`src/rtl/mem_arbiter.sv`:
```
// Two-port memory arbiter: one instruction-fetch and one data requester share a
// single-outstanding memory port, with fetch starvation bounded by STARVE_LIMIT.
module mem_arbiter #(
  parameter int unsigned STARVE_LIMIT = 4
) (
  input  logic        i_clk,
  input  logic        i_rst,
  input  logic        i_ireq,
  input  logic [31:0] i_iaddr,
  output logic        o_iready,
  output logic        o_irvalid,
  output logic [31:0] o_irdata,
  input  logic        i_dreq,
  input  logic [31:0] i_daddr,
  input  logic        i_dwen,
  input  logic [31:0] i_dwdata,
  input  logic [3:0]  i_dmask,
  output logic        o_dready,
  output logic        o_drvalid,
  output logic [31:0] o_drdata,
  output logic        o_mreq,
  output logic [31:0] o_maddr,
  output logic        o_mwen,
  output logic [31:0] o_mwdata,
  output logic [3:0]  o_mmask,
  input  logic        i_mready,
  input  logic        i_mrvalid,
  input  logic [31:0] i_mrdata
);

  localparam int unsigned AW = 32;
  localparam int unsigned DW = 32;
  localparam int unsigned MW = 4;
  localparam int unsigned CW = 4;

  typedef enum logic [1:0] {IDLE, REQ, WAIT, RESP} state_t;

  state_t          state, state_nxt;
  logic            sel_fetch_q, sel_fetch_nxt;
  logic [AW-1:0]   addr_q, addr_nxt;
  logic            wen_q, wen_nxt;
  logic [DW-1:0]   wdata_q, wdata_nxt;
  logic [MW-1:0]   mask_q, mask_nxt;
  logic [CW-1:0]   starve_q, starve_nxt;
  logic [DW-1:0]   irdata_q, irdata_nxt;
  logic [DW-1:0]   drdata_q, drdata_nxt;
  logic            grant_fetch;

  // State and latched-transaction registers
  always_ff @(posedge i_clk) begin
    if (i_rst) begin
      state       <= IDLE;
      sel_fetch_q <= 1'b0;
      addr_q      <= '0;
      wen_q       <= 1'b0;
      wdata_q     <= '0;
      mask_q      <= '0;
      starve_q    <= '0;
      irdata_q    <= '0;
      drdata_q    <= '0;
    end else begin
      state       <= state_nxt;
      sel_fetch_q <= sel_fetch_nxt;
      addr_q      <= addr_nxt;
      wen_q       <= wen_nxt;
      wdata_q     <= wdata_nxt;
      mask_q      <= mask_nxt;
      starve_q    <= starve_nxt;
      irdata_q    <= irdata_nxt;
      drdata_q    <= drdata_nxt;
    end
  end

  assign o_irdata = irdata_q;
  assign o_drdata = drdata_q;

  // Data wins unless fetch is alone or has waited through STARVE_LIMIT data grants
  assign grant_fetch = i_ireq && (!i_dreq || (starve_q == CW'(STARVE_LIMIT)));

  // Next-state and outputs
  always_comb begin
    state_nxt     = state;
    sel_fetch_nxt = sel_fetch_q;
    addr_nxt      = addr_q;
    wen_nxt       = wen_q;
    wdata_nxt     = wdata_q;
    mask_nxt      = mask_q;
    starve_nxt    = starve_q;
    irdata_nxt    = irdata_q;
    drdata_nxt    = drdata_q;
    o_iready      = 1'b0;
    o_dready      = 1'b0;
    o_irvalid     = 1'b0;
    o_drvalid     = 1'b0;
    o_mreq        = 1'b0;
    o_maddr       = '0;
    o_mwen        = 1'b0;
    o_mwdata      = '0;
    o_mmask       = '0;

    case (state)
      IDLE: begin
        if ((i_ireq || i_dreq) && !i_rst) begin
          state_nxt     = REQ;
          sel_fetch_nxt = grant_fetch;
          if (grant_fetch) begin
            o_iready   = 1'b1;
            addr_nxt   = i_iaddr;
            wen_nxt    = 1'b0;
            wdata_nxt  = '0;
            mask_nxt   = MW'(4'b1111);
            starve_nxt = '0;
          end else begin
            o_dready  = 1'b1;
            addr_nxt  = i_daddr;
            wen_nxt   = i_dwen;
            wdata_nxt = i_dwdata;
            mask_nxt  = i_dmask;
            if (i_ireq && (starve_q < CW'(STARVE_LIMIT)))
              starve_nxt = starve_q + CW'(1);
          end
        end
      end
      REQ: begin
        o_mreq   = 1'b1;
        o_maddr  = addr_q;
        o_mwen   = wen_q;
        o_mwdata = wdata_q;
        o_mmask  = mask_q;
        if (i_mready) state_nxt = WAIT;
      end
      WAIT: begin
        if (i_mrvalid) begin
          if (sel_fetch_q) irdata_nxt = i_mrdata;
          else             drdata_nxt = i_mrdata;
          state_nxt = RESP;
        end
      end
      RESP: begin
        o_irvalid = sel_fetch_q;
        o_drvalid = !sel_fetch_q;
        state_nxt = IDLE;
      end
      default: state_nxt = IDLE;
    endcase
  end

endmodule

```
`config.mk`:
```
export PLATFORM = sky130hd
export DESIGN_NAME = mem_arbiter
export DESIGN_NICKNAME = d
export VERILOG_FILES = /design/src/rtl/mem_arbiter.sv
export SDC_FILE = /design/constraint.sdc
export NUM_CORES = 1
export LEC_CHECK = 0
export ABC_CLOCK_PERIOD_IN_PS = 4400
export CORE_ASPECT_RATIO = 0.9
export CORE_MARGIN = 10
export CORE_UTILIZATION = 50
export CTS_BUF_LIST = sky130_fd_sc_hd__clkbuf_2
export CTS_CLUSTER_SIZE = 12
export DETAILED_ROUTE_END_ITERATION = 16
export DONT_BUFFER_PORTS = 1
export MAX_ROUTING_LAYER = met4
export PLACE_DENSITY = 0.75
export SLEW_MARGIN = 5
export SYNTH_ARGS = -nofsm -noshare
export SYNTH_HDL_FRONTEND = slang
export SYNTH_SLANG_ARGS = --single-unit
```
`constraint.sdc`:
```
create_clock -name i_clk -period 4.4 [get_ports i_clk]
set_input_delay 0.22 -clock i_clk [delete_from_list [all_inputs] [get_ports i_clk]]
set_output_delay 0.22 -clock i_clk [all_outputs]
set_load 0.02 [all_outputs]
```
==> flow_metrics.env <==
export IMPL_outcome="finished clean"
export IMPL_switching_share_pct=37.1
export IMPL_worst_hold_path_type="input port to register"
export IMPL_fin_crit_sh_pct=67.4
export IMPL_ctsResizeCount=0
export IMPL_rsz0062_at_grt="false"
export IMPL_numCtsBuffers=17
export IMPL_slowest_delay_ns=0.96
export IMPL_crit_path_start_kind="register"
export IMPL_clock_sinks=140
export IMPL_synth_area_leaders="dfxtp_1, nand2_1, a21oi_1, and2_1, a211oi_1"
export IMPL_io_buffer_count=0
export IMPL_pwr_share_clk_pct=21.5
export IMPL_grtUsageMet2_pct=38.9
export IMPL_io_pins=277
export IMPL_cts_setup_buffers=0
export IMPL_max_slew_margin_rel_pct=17.5
export IMPL_dp_slack_ns=2.05
export IMPL_synth_warnings=0
export IMPL_switchingPower_mw=1.17
export IMPL_wl_um=19400
export IMPL_p_leak_nw=2.86
export IMPL_yosysTopAreaCell="dfxtp_1"
export IMPL_postRouteAntennaNets=0
export IMPL_critical_path_slowest_cell="and2b_2"
export IMPL_synth_seq_cells=140
export IMPL_r2r_start="state[0]$_SDFFE_PP0P_"
export IMPL_synth_top_area_share_pct=47.9
export IMPL_report_final_slew_viol_count=0
export IMPL_track_usage_pct=23.2
export IMPL_path_cells="inv_1 -> ha_1 -> and2b_4 -> and2b_2 -> nor2_1 -> a211oi_1 -> dlygate4sd3_1"
export IMPL_min_delay_start="i_ireq"
export IMPL_drc=0
export IMPL_grt_pass1_wl_um=30200
export IMPL_yosysSeqAreaShare_pct=47.9
export IMPL_hold_depth=4
export IMPL_hpwl_um=11700
export IMPL_hold_violations=0
export IMPL_initialDrtViolationCount=483
export IMPL_intPower_mw=1.98
export IMPL_power_density_nw_per_um2=418
export IMPL_grt_busiest_layer="met2"
export IMPL_stdcell_count=1036
export IMPL_ys_types=33
export IMPL_clockBufferDepth=2
export IMPL_r2r_slack_ns=1.43
export IMPL_first_pass_iters=8
export IMPL_fin_skew_ns=0.0382
export IMPL_fin_hold_ws_ns=0.0912
export IMPL_grtUsageMet1_pct=24.6
export IMPL_period_needed_ns=2.97
export IMPL_routabilityCongestion=0.867
export IMPL_core_area_um2=11400
export IMPL_worstSetupEndpointType="register"
export IMPL_grt_max_degree=141
export IMPL_areaGrowthSynthToFinish_pct=29.0
export IMPL_antenna_found_initial=2
export IMPL_final_setup_tns_ns=0
export IMPL_syn_instance_count=752
export IMPL_min_to="wdata_q[31]$_SDFFE_PP0P_"
export IMPL_worst_pin_slew_ns=1.24
export IMPL_die_height_um=123
export IMPL_clk_latency_ns=0.71
export IMPL_pwr_share_comb_pct=29.6
export IMPL_n_fill_cell=875
export IMPL_avgSynthCellArea_um2=7.78
export IMPL_cts_tree="built"
export IMPL_path_max_fanout=69
export IMPL_std_cell_rows=37
export IMPL_dp_cells=848
export IMPL_path_class="register to register"
export IMPL_rr_endpoint="addr_q[6]$_SDFFE_PP0P_"
export IMPL_clk_pin_slew_worst_paths_ns=0.20
export IMPL_max_freq_mhz=337
export IMPL_clockRootBuffer="clkbuf_2"
export IMPL_final_cell_area_um2=7540
export IMPL_setup_slack_ns=1.43
export IMPL_vias=5863
export IMPL_initial_core_util_pct=51.2
export IMPL_cts_hold_buffers=153
export IMPL_required_ns=5.05
export IMPL_ir_worst_vdd_mv=0.361
export IMPL_placed_cell_area_um2=5780
export IMPL_reg2regPathDepth=7
export IMPL_grt_pass1_vias=5718
export IMPL_setup_viol_count_final=0
export IMPL_syn_cell_area_um2=5850
export IMPL_dieWidth_um=134
export IMPL_grt_use_met3_pct=7.03
export IMPL_grt_ovfl_total=0
export IMPL_drive_gt1_share_pct=5.02
export IMPL_syn_nets=897
export IMPL_arrival_ns=3.62
export IMPL_die_area_um2=16400
export IMPL_drv_cap=0
export IMPL_vias_per_cell=5.66
export IMPL_ctsHtreeMaxLevel=4
export IMPL_num_nets_final=1009
export IMPL_wl_per_cell_um=18.7
export IMPL_seqPwrFrac_pct=48.9
[sequential cells by signal, summed over array words and instances, names as in the netlist]
register	flops
addr_q	32
mask_q	4
o_drdata	32
o_irdata	32
sel_fetch_q	1
starve_q	4
state	2
wdata_q	32
wen_q	1
[per-stage QoR]
stage          power [mW]  utilization [%]
2_1_floorplan        2.16                -
3_3_place_gp         2.23             50.5
3_5_place_dp         2.27             50.5
4_1_cts              3.15             65.9
5_1_grt              3.35             65.9
6_report             3.15             66.0
[worst max-delay path, delay by kind of cell (launching register included)]
kind	cells	cell delay, ns
AND/OR/NAND/NOR	3	1.32
buffers and inverters	2	0.68
flip-flops	1	0.38
AO/OA/AOI/OAI	1	0.28
adder cells (fa/ha/maj)	1	0.26
[cell usage after synthesis]
library cell and n:
a211oi_1 32, a21bo_2 1, a21boi_2 1, a21oi_1 130, a221oi_1 1, a22o_1 1, a22oi_1 1, a31oi_1 1
a41oi_1 1, and2_1 70, and2b_1 1, and2b_4 1, and3_1 1, buf_2 16, buf_4 6, buf_6 4
clkbuf_1 37, dfxtp_1 140, ha_1 6, inv_1 6, mux2_2 1, mux2i_1 1, nand2_1 200, nand3_1 34
nand3b_1 4, nand3b_4 1, nor2_1 39, nor2b_1 3, nor3_1 4, nor4b_1 1, o21ai_0 5, o21ai_2 1
or2_2 1
[cells by family (layout without fill, tap and decap cells)]
family,count (synthesis),after routing,share of synthesized area (%)
AOI/OAI and AO/OA,175,175,16.9
muxes,2,2,0.364
adders and majority gates,6,6,1.28
other,0,3,0
DFF,140,140,47.9
and+or+nand+nor,360,360,27.9
buffers and inverters,69,194,5.67
[routing by layer]
metal	wire, um	part of all wire (%)	vias to the layer above
met5	0	0	-
met3	1720	8.9	67
li1	-	-	2704
met4	714	3.7	0
met2	9860	51	342
met1	7090	37	2750
[cell type report]
type	instances	area (um^2)	area share, %
Sequential cell	140	2800	37.2
Multi-Input combinational cell	543	2740	36.3
Timing Repair Buffer	156	1570	20.8
Tap cell	156	195	2.59
Clock inverter	15	123	1.63
Clock buffer	17	85.1	1.13
Inverter	6	22.5	0.299
Antenna cell	3	7.51	0.0995
[cell usage in the layout, fill, tap and decap left out, types with 4 or more instances in the layout]
master,count
a211oi_1,32
a21oi_1,130
and2_1,70
clkbuf_2,17
clkinv_2,4
clkinvlp_4,4
dfxtp_1,140
dlygate4sd3_1,152
ha_1,5
inv_1,6
nand2_1,200
nand3_1,34
nand3b_1,4
nor2_1,38
nor3_1,4
o21ai_0,5
[worst max path at each step]
stage                                      from                  endpoint  slack [ns]
after floorplan           state[1]$_SDFFE_PP0P_               o_maddr[10]        2.74
after global placement    state[0]$_SDFFE_PP0P_  wdata_q[30]$_SDFFE_PP0P_        2.17
after detailed placement  state[1]$_SDFFE_PP0P_    addr_q[1]$_SDFFE_PP0P_        2.05
after CTS                 state[1]$_SDFFE_PP0P_   addr_q[29]$_SDFFE_PP0P_        1.49
after global routing      state[0]$_SDFFE_PP0P_   addr_q[24]$_SDFFE_PP0P_        1.22
final                     state[0]$_SDFFE_PP0P_    addr_q[6]$_SDFFE_PP0P_        1.43
[power by group through the flow]
stage	sequential [mW]	combinational, mW	clock, mW
6_report	1.54	0.935	0.678
5_1_grt	1.56	1.03	0.760
4_1_cts	1.54	0.915	0.699
3_5_place_dp	1.57	0.707	0
3_3_place_gp	1.56	0.676	0
2_1_floorplan	1.54	0.629	0
No activity file was read; power rests on OpenSTA's default activity.
